### src/rtl/pipe_adder.sv
// Segmented pipelined adder/subtractor: one SEG-bit slice per stage, ready/valid flow control.
// Optional signed-overflow output enabled by defining PIPE_ADDER_OVF_EN.
module pipe_adder #(
  parameter int WIDTH = 16,
  parameter int SEG   = 4
) (
  input  logic             clk,
  input  logic             rst_n,
  input  logic             in_valid,
  output logic             in_ready,
  input  logic [WIDTH-1:0] a,
  input  logic [WIDTH-1:0] b,
  input  logic             sub,
  output logic             out_valid,
  input  logic             out_ready,
  output logic [WIDTH:0]   out
`ifdef PIPE_ADDER_OVF_EN
  ,
  output logic             ovf
`endif
);

  localparam int STAGES = (SEG >= 1) ? WIDTH / SEG : 1;
  localparam int REM    = (SEG >= 1) ? WIDTH % SEG : 1;

  if (SEG < 1 || WIDTH < SEG || REM != 0) begin : g_bad_cfg
    $error("pipe_adder: WIDTH must be a nonzero multiple of SEG, SEG >= 1");
  end

  logic advance;

  // The whole pipe moves as one; a stalled output freezes every stage.
  assign advance  = !out_valid || out_ready;
  assign in_ready = advance;

  for (genvar k = 0; k < STAGES; k++) begin : g_stage
    // Operands shrink by one segment per stage; the low slice is the one summed here.
    localparam int WI = WIDTH - k * SEG;

    logic [WI-1:0]         a_i;
    logic [WI-1:0]         b_i;
    logic                  c_i;
    logic                  v_i;
    logic                  vld_q;
    logic [SEG:0]          seg;
    logic [(k+1)*SEG-1:0]  s_nx;

    if (k == 0) begin : g_in
      assign a_i  = a;
      assign b_i  = sub ? ~b : b;
      assign c_i  = sub;
      assign v_i  = in_valid;
      assign s_nx = seg[SEG-1:0];
    end else begin : g_in
      assign a_i  = g_stage[k-1].g_fwd.a_q;
      assign b_i  = g_stage[k-1].g_fwd.b_q;
      assign c_i  = g_stage[k-1].g_fwd.c_q;
      assign v_i  = g_stage[k-1].vld_q;
      assign s_nx = {seg[SEG-1:0], g_stage[k-1].g_fwd.s_q};
    end

    assign seg = {1'b0, a_i[SEG-1:0]} + {1'b0, b_i[SEG-1:0]} + {{SEG{1'b0}}, c_i};

    always_ff @(posedge clk or negedge rst_n) begin
      if (!rst_n) begin
        vld_q <= 1'b0;
      end else if (advance) begin
        vld_q <= v_i;
      end
    end

    if (k < STAGES - 1) begin : g_fwd
      // ---- stage k -> stage k+1 boundary ----
      logic [WI-SEG-1:0]    a_q;
      logic [WI-SEG-1:0]    b_q;
      logic [(k+1)*SEG-1:0] s_q;
      logic                 c_q;

      always_ff @(posedge clk) begin
        if (advance) begin
          a_q <= a_i[WI-1:SEG];
          b_q <= b_i[WI-1:SEG];
          s_q <= s_nx;
          c_q <= seg[SEG];
        end
      end
    end else begin : g_out
      // ---- final stage -> output boundary ----
      assign out_valid = vld_q;

      always_ff @(posedge clk or negedge rst_n) begin
        if (!rst_n) begin
          out <= '0;
        end else if (advance) begin
          out <= {seg[SEG], s_nx};
        end
      end

`ifdef PIPE_ADDER_OVF_EN
      // Carry into the MSB is a^b^s at that bit; overflow when it differs from carry-out.
      always_ff @(posedge clk or negedge rst_n) begin
        if (!rst_n) begin
          ovf <= 1'b0;
        end else if (advance) begin
          ovf <= a_i[SEG-1] ^ b_i[SEG-1] ^ seg[SEG-1] ^ seg[SEG];
        end
      end
`endif
    end
  end

endmodule

### config.mk
export PLATFORM = sky130hd
export DESIGN_NAME = pipe_adder
export DESIGN_NICKNAME = d
export VERILOG_FILES = /design/src/rtl/pipe_adder.sv
export SDC_FILE = /design/constraint.sdc
export NUM_CORES = 1
export LEC_CHECK = 0
export BUFFER_PORTS_ARGS = -buffer_cell sky130_fd_sc_hd__buf_2
export CELL_PAD_IN_SITES_DETAIL_PLACEMENT = 0
export CELL_PAD_IN_SITES_GLOBAL_PLACEMENT = 1
export CORE_MARGIN = 2
export CORE_UTILIZATION = 36
export DETAILED_ROUTE_END_ITERATION = 10
export PLACE_DENSITY = 0.6
export SLEW_MARGIN = 20
export SYNTH_ARGS = -nofsm -noshare
export SYNTH_HDL_FRONTEND = slang
export SYNTH_SLANG_ARGS = --single-unit
export TNS_END_PERCENT = 1
### constraint.sdc
create_clock -name clk -period 2.9 [get_ports clk]
set_clock_uncertainty 0.15 [all_clocks]
set_input_delay 0.145 -clock clk [delete_from_list [all_inputs] [get_ports clk]]
set_output_delay 0.145 -clock clk [all_outputs]
set_load 0.005 [all_outputs]
### After elaboration in Yosys (flattened, before gate mapping)

Index checks and enable logic that the tools add are counted.

| word-level totals | value |
|---|---|
| flip-flop bits (word level) | 96 |
| input port bits | 37 |
| output and inout bits | 19 |
| logic and storage cells | 29 |

| cells by class | value |
|---|---|
| $add $sub $neg | 8 |
| mux-type cells | 1 |
| bitwise operators | 1 |
| reduce and logical (&&, ||, !) cells | 2 |

Operators by type and width:

| kind | number |
|---|---|
| $add A4 B4 Y5 | 4 |
| $add A5 B1 Y5 | 4 |
| $mux W16 | 1 |
| $not A16 Y16 | 1 |
| $logic_not A1 Y1 | 1 |
| $logic_or A1 B1 Y1 | 1 |

### Depth between registers and ports, before layout

Gate-level depths: netlist (run 1).

| logic depth | value |
|---|---|
| word-level depth | 4 |
| mapped depth | 7 |
| mapped depth without buffers | 7 |

### Worst setup path before layout (run 1)

OpenSTA, ideal clock, no wires.

| path | value |
|---|---|
| path kind | reg2reg |
| from | reg g_stage[3].vld_q, in the netlist out_valid |
| to | reg out[12] |
| library setup time | 126 ps |
| data arrival time | 2,050 ps |
| required time | 2,624 ps |
| path slack | 574 ps |
| stages on the path, launching flop included | 5 |
| path buffers | 2 |
| period minus slack after synthesis | 2,326 ps |
| path through | dfrtp_1 > nand2b_1 > buf_2 > buf_2 > mux2_2 |

| on the way | value |
|---|---|
| longest elaborated chain between the ends | 2 |

RTL lines:

| element | RTL line | text |
|---|---|---|
| from (decl) | 44 | `logic vld_q;` |
| from (signal assigned) | 68 | `vld_q <= v_i;` |
| $logic_not A1 Y1 | 33 | `assign advance = !out_valid \|\| out_ready;` |
| $logic_or A1 B1 Y1 | 33 |  |
| net in_ready | 10 | `output logic in_ready,` |
| to (signal assigned) | 95 | `out <= {seg[SEG], s_nx};` |
| to (decl) | 16 | `output logic [WIDTH:0] out` |

The timed path passes the listed nets, and every way through them passes these cells.
A chain may end at the register's enable or synchronous reset.

### Final worst setup path (run 1)

| path | value |
|---|---|
| from | reg g_stage[1].g_fwd.a_q[0] |
| to | reg g_stage[2].g_fwd.c_q (data pin) |

| on the way | value |
|---|---|
| longest elaborated chain between the ends | 2 |

RTL lines:

| element | RTL line | text |
|---|---|---|
| from (decl) | 74 | `logic [WI-SEG-1:0] a_q;` |
| from (signal assigned) | 81 | `a_q <= a_i[WI-1:SEG];` |
| $add A4 B4 Y5 | 62 | `assign seg = {1'b0, a_i[SEG-1:0]} + {1'b0, b_i[SEG-1:0]} + {{SEG{1'b0}}, c_i};` |
| $add A5 B1 Y5 | 62 |  |
| net g_stage[2].seg[4] | 45 | `logic [SEG:0] seg;` |
| to (signal assigned) | 84 | `c_q <= seg[SEG];` |
| to (decl) | 77 | `logic c_q;` |

The timed path passes the listed nets, and every way through them passes these cells.

==> results.sh, run 1 <==
export IMPL_status="completed"
export IMPL_routedWlPerCell_um=11.9
export IMPL_rsz0062_at_grt="no"
export IMPL_viasPerCell=4.11
export IMPL_ant_nets=0
export IMPL_drc=0
export IMPL_dr_first_iter_drc_count=51
export IMPL_grt_pass1_vias=1836
export IMPL_syn_inst=198
export IMPL_drive_gt1_share_pct=31.3
export IMPL_cp_buffers_inverters=0
export IMPL_synth_most_common_cell="edfxtp_1"
export IMPL_synth_top_area_share_pct=60.7
export IMPL_required_ns=2.85
export IMPL_final_cells=430
export IMPL_antenna_found_initial=0
export IMPL_ys_seq_elements=96
export IMPL_r2r_start="g_stage[1].g_fwd.a_q[0]"
export IMPL_setup_ws_ns=0.870
export IMPL_post_route_min_period_ns=2.03
export IMPL_cp_end_kind="register"
export IMPL_hold_slack_ns=0.0500
export IMPL_yosys_top_cells_count="edfxtp_1, dfrtp_1, xor2_1, mux2_2, ha_1"
export IMPL_io_pins=56
export IMPL_fin_util_pct=45.9
export IMPL_async_flop_share_pct=21.9
export IMPL_nets=345
export IMPL_syn_nets=254
export IMPL_synth_edf_count=75
export IMPL_first_pass_iters=3
export IMPL_post_cts_resized=0
export IMPL_fin_total_pwr_mw=4.14
export IMPL_place_congestion=0.704
export IMPL_r2r_setup_slack_ns=0.87
export IMPL_io_buffers=55
export IMPL_worst_pin_slew_ns=0.579
export IMPL_arrival_ns=1.98
export IMPL_start_util_pct=36.6
export IMPL_cts_buffers=9
export IMPL_ys_warnings_count=0
export IMPL_startpoint_type="register"
export IMPL_ys_flop_type="edfxtp_1"
export IMPL_via_count=1766
export IMPL_synth_area_leaders="edfxtp_1, dfrtp_1, mux2_2, xor2_1, ha_1"
export IMPL_yosysSeqAreaShare_pct=74.9
export IMPL_hp_class="in -> reg"
export IMPL_fin_crit_sh_pct=70.0
export IMPL_max_freq_mhz=493
export IMPL_die_h_um=105
export IMPL_worst_setup_path_type="reg -> reg"
export IMPL_syn_to_final_growth_pct=25.4
export IMPL_core_um2=10100
export IMPL_hold_viol_final=0
export IMPL_cts_root_buf="clkbuf_8"
export IMPL_min_from="a[3]"
export IMPL_synth_top_area_cell="edfxtp_1"
export IMPL_syn_mean_instance_area_um2=18.7
export IMPL_ys_types=18
export IMPL_fin_area_um2=4650
export IMPL_chipWidth_um=105
export IMPL_worstReg2RegEnd="g_stage[2].g_fwd.c_q"
export IMPL_leakage_nw=1.92
export IMPL_h_tree_depth=3
export IMPL_die_area_um2=11100
export IMPL_hold_end="g_stage[0].g_fwd.c_q"
export IMPL_setup_tns_ns=0
export IMPL_grt_ovfl_total=0
export IMPL_synth_area_um2=3710
export IMPL_cts_sinks=96
export IMPL_grt_max_degree=45
export IMPL_whs_path_depth=3
export IMPL_cellPowerDensity_nw_per_um2=891
export IMPL_cts_setup_buffers=0
export IMPL_cts_tree="done"
export IMPL_critPathTopFamily="adder cells"
export IMPL_post_place_ws_ns=0.876
export IMPL_rows=37
export IMPL_reg2reg_depth=4
export IMPL_slew_violations=0
export IMPL_crit_slowest_cell="fa_1"
export IMPL_grt_pass1_wl_mm=8.71
export IMPL_crit_fanout=2
export IMPL_max_cap_violations=0
export IMPL_clk_latency_ns=0.34
export IMPL_maxSlewHeadroom_pct=61.4
export IMPL_grt_use_total_pct=10.1
export IMPL_clockBufferDepth=2
export IMPL_path_clk_slew_ns=0.08
export IMPL_cpPeakStageDelay_ns=0.47
export IMPL_setup_violations=0
export IMPL_place_area_um2=4160
export IMPL_ir_worst_vdd_mv=0.243
export IMPL_antennaDiodeCount=0
export IMPL_path_cells="fa_1, fa_1, a21o_1, a21o_1"
export IMPL_dp_cells=386
export IMPL_dp_hpwl_mm=3.41
export IMPL_wl_mm=5.13
[state kept, by name, indices dropped and copies added (netlist names)]
| signal | count |
|---|---|
| g_stage.g_fwd.a_q | 24 |
| g_stage.g_fwd.b_q | 24 |
| g_stage.g_fwd.s_q | 24 |
| out | 17 |
| g_stage.g_fwd.c_q | 3 |
| g_stage.vld_q | 3 |
| out_valid | 1 |
[metal layers]
layer  global-route usage, %  vias to the layer above  wire, um
met2                    15.4                       39      2370
met4                    4.79                        0        85
li1                        -                      894         -
met3                    2.10                        6       203
met5                       0                        -         0
met1                    13.8                      827      2460
[final cells by class]
type                            instances  area [um2]
Timing Repair Buffer                   85         583
Inverter                               11        41.3
Fill cell                             912        5490
Tap cell                              136         170
Clock buffer                           10         128
Multi-Input combinational cell         86         866
Sequential cell                        96        2780
Clock inverter                          6        83.8
[cell families (layout without fill, tap and decap cells)]
| group | count (synthesis) | in the layout | share of synthesized area, % |
|---|---|---|---|
| multiplexers | 18 | 18 | 5.47 |
| AO/OA/AOI/OAI | 17 | 17 | 3.04 |
| buffers and inverters | 16 | 112 | 1.96 |
| flip-flops | 96 | 96 | 74.9 |
| XOR/XNOR | 24 | 24 | 5.67 |
| AND/OR/NAND/NOR | 8 | 8 | 1.15 |
| adder cells (fa/ha/maj) | 19 | 19 | 7.83 |
[worst min-delay path, delay by kind of cell]
kind / cells / cell delay (ns)
buffers and inverters: 1 / 0.08
adders and majority gates: 1 / 0.13
AOI/OAI and AO/OA: 1 / 0.08
[report_power, final]
| group | switching (mW) | internal, mW |
|---|---|---|
| sequential | 0.169 | 2.10 |
| combinational | 0.462 | 0.500 |
| clock | 0.425 | 0.483 |
| total | 1.06 | 3.08 |
[repair_timing]
item	CTS	global route
hold buffers	28	0
setup endpoints to repair	0	0
endpoints found under the hold margin	47	0
[placed cells by master, fill, tap and decap left out]
master	instances
a21o_1	8
a21oi_1	6
a21oi_2	1
a221oi_1	1
buf_12	1
buf_2	55
buf_4	1
bufinv_16	2
clkbuf_1	1
clkbuf_8	9
clkinv_2	3
clkinv_4	1
dfrtp_1	21
dlygate4sd3_1	28
edfxtp_1	75
fa_1	7
ha_1	12
inv_1	11
mux2_2	18
nand2b_1	2
nand2b_4	1
nor2_1	3
nor2b_1	2
o21ai_0	1
xnor2_1	5
xor2_1	19
[how the worst max path moves through the flow]
stage                            startpoint                   end  depth (start not counted)
finish              g_stage[1].g_fwd.a_q[0]  g_stage[2].g_fwd.c_q                          4
global route                      out_valid              in_ready                          3
floorplan                         out_valid               out[12]                          4
detailed placement  g_stage[1].g_fwd.a_q[0]  g_stage[2].g_fwd.c_q                          4
global placement    g_stage[1].g_fwd.a_q[0]  g_stage[2].g_fwd.c_q                          4
CTS                 g_stage[1].g_fwd.a_q[0]  g_stage[2].g_fwd.c_q                          4
Note: power is estimated with default switching activity, not from simulation.
==> inputs of run 2 (changes only) <==
==> constraint.sdc (replaced) <==
create_clock -name clk -period 1.88 [get_ports clk]
set_clock_uncertainty 0.15 [all_clocks]
set_input_delay 0.094 -clock clk [delete_from_list [all_inputs] [get_ports clk]]
set_output_delay 0.094 -clock clk [all_outputs]
set_load 0.005 [all_outputs]
==> results.sh, run 2 (synthesis gave the netlist of run 1 again) <==
export IMPL_cp_end_kind="register"
export IMPL_syn_to_final_growth_pct=26.1
export IMPL_setup_ws_ns=-0.0118
export IMPL_max_freq_mhz=529
export IMPL_h_tree_depth=3
export IMPL_io_buffers=55
export IMPL_status="complete, but fails checks"
export IMPL_cts_tree="done"
export IMPL_hold_viol_final=0
export IMPL_viasPerCell=4.11
export IMPL_layout_commonest_cell="edfxtp_1"
export IMPL_drc=0
export IMPL_nets=350
export IMPL_worst_pin_slew_ns=0.477
export IMPL_routedWlPerCell_um=11.5
export IMPL_dr_first_iter_drc_count=70
export IMPL_worst_setup_path_type="reg -> reg"
export IMPL_arrival_ns=1.87
export IMPL_rows=37
export IMPL_io_pins=56
export IMPL_core_um2=10100
export IMPL_via_count=1787
export IMPL_max_cap_violations=0
export IMPL_fill_cells=889
export IMPL_maxSlewHeadroom_pct=68.2
export IMPL_clk_latency_ns=0.36
export IMPL_rsz0062_at_grt="yes"
export IMPL_cts_sinks=96
export IMPL_start_util_pct=36.6
export IMPL_clockBufferDepth=2
export IMPL_setup_violations=1
export IMPL_startpoint_type="register"
export IMPL_wl_mm=4.99
export IMPL_hp_class="in -> reg"
export IMPL_setup_tns_ns=-0.0118
export IMPL_required_ns=1.86
export IMPL_cpPeakStageDelay_ns=0.42
export IMPL_path_clk_slew_ns=0.09
export IMPL_dp_hpwl_mm=3.36
export IMPL_fin_crit_sh_pct=101
export IMPL_post_route_min_period_ns=1.89
export IMPL_cts_setup_buffers=0
export IMPL_ant_nets=0
export IMPL_slew_violations=0
export IMPL_reg_top3="g_stage.g_fwd.a_q (24), g_stage.g_fwd.b_q (24), g_stage.g_fwd.s_q (24)"
export IMPL_antenna_found_initial=0
export IMPL_die_area_um2=11100
export IMPL_cellPowerDensity_nw_per_um2=1330
export IMPL_path_cells="fa_2, fa_2, a21o_1, a21o_1"
export IMPL_fin_util_pct=46.1
export IMPL_grt_pass1_vias=1797
export IMPL_violations="setup timing"
export IMPL_leakage_nw=1.92
export IMPL_crit_fanout=2
export IMPL_grt_pass1_wl_mm=8.53
export IMPL_crit_slowest_cell="fa_2"
export IMPL_grt_ovfl_total=0
export IMPL_antennaDiodeCount=0
export IMPL_chipWidth_um=105
export IMPL_fin_total_pwr_mw=6.20
export IMPL_hold_slack_ns=0.0251
export IMPL_die_h_um=105
export IMPL_layout_common_cells="edfxtp_1, buf_2, dlygate4sd3_1"
export IMPL_cts_root_buf="clkbuf_8"
export IMPL_cts_buffers=9
export IMPL_grt_use_total_pct=10.3
export IMPL_drive_gt1_share_pct=34.1
export IMPL_first_pass_iters=4
export IMPL_ir_worst_vdd_mv=0.452
export IMPL_place_congestion=0.720
export IMPL_grt_max_degree=44
## run 2: cell count changes in the layout (fill, tap and decap cells not counted), moves of 2 or more
cell,before,now
fa_1,7,1
fa_2,0,6
a21oi_1,6,4
a21oi_2,1,3
buf_4,1,3
bufinv_16,2,0
clkinv_1,0,2
dlygate4sd3_1,28,30
## run 2: cell type report
cell class | count | area [um2] | area share, %
Clock buffer | 9 | 124 | 2.65
Timing Repair Buffer | 90 | 638 | 13.6
Clock inverter | 7 | 38.8 | 0.829
Multi-Input combinational cell | 86 | 888 | 19.0
Inverter | 11 | 41.3 | 0.883
Sequential cell | 96 | 2780 | 59.4
Tap cell | 136 | 170 | 3.64
## run 2: report_power, final
group          total [mW]  internal, mW  switching, mW
logic                1.56         0.825          0.733
registers            3.51          3.24          0.266
clock network        1.14         0.466          0.671
total                6.20          4.53           1.67
## run 2: critical path: cells and delay by family, from the launching register on
| kind | cells | cell delay, ns |
|---|---|---|
| AOI/OAI and AO/OA | 2 | 0.34 |
| adders and majority gates | 2 | 0.78 |
| DFF | 1 | 0.41 |
## run 2: final timing paths
kind,start,end,slack (ns),depth (start not counted)
max,g_stage[1].g_fwd.c_q,g_stage[2].g_fwd.c_q,-0.01,4
min,out_ready,out_valid,0.03,3
max reg2reg,g_stage[1].g_fwd.c_q,g_stage[2].g_fwd.c_q,-0.01,4
min reg2reg,g_stage[1].g_fwd.b_q[4],g_stage[2].g_fwd.b_q[0],0.27,0
max in group asynchronous,rst_n,out[6],1.19,2
min in group asynchronous,rst_n,out[11],0.07,2
## run 2: routing by layer
metal	global-route usage (%)	vias up	part of all wire (%)
li1	-	907	-
met1	13.4	824	48
met2	13.9	45	42
met3	5.01	11	6.6
met4	5.73	0	3.1
met5	0	-	0
## run 2: through the flow
step | cells | cell area [um2] | setup WS (ns)
after floorplan | 198 | 3720 | -0.0229
after global placement | 389 | 4200 | 0.00514
after detailed placement | 389 | 4200 | -0.0188
after CTS | 435 | 4660 | -0.0206
after global routing | 435 | 4680 | -0.0887
final | 435 | 4680 | -0.0118
## run 2: repair_timing
action / CTS / global route
hold buffers: 30 / 0
pin swaps: 1 / 1
gates cloned: 0 / 0
resized for setup: 0 / 6
hold endpoints to repair: 49 / 0
setup endpoints to repair: 1 / 4
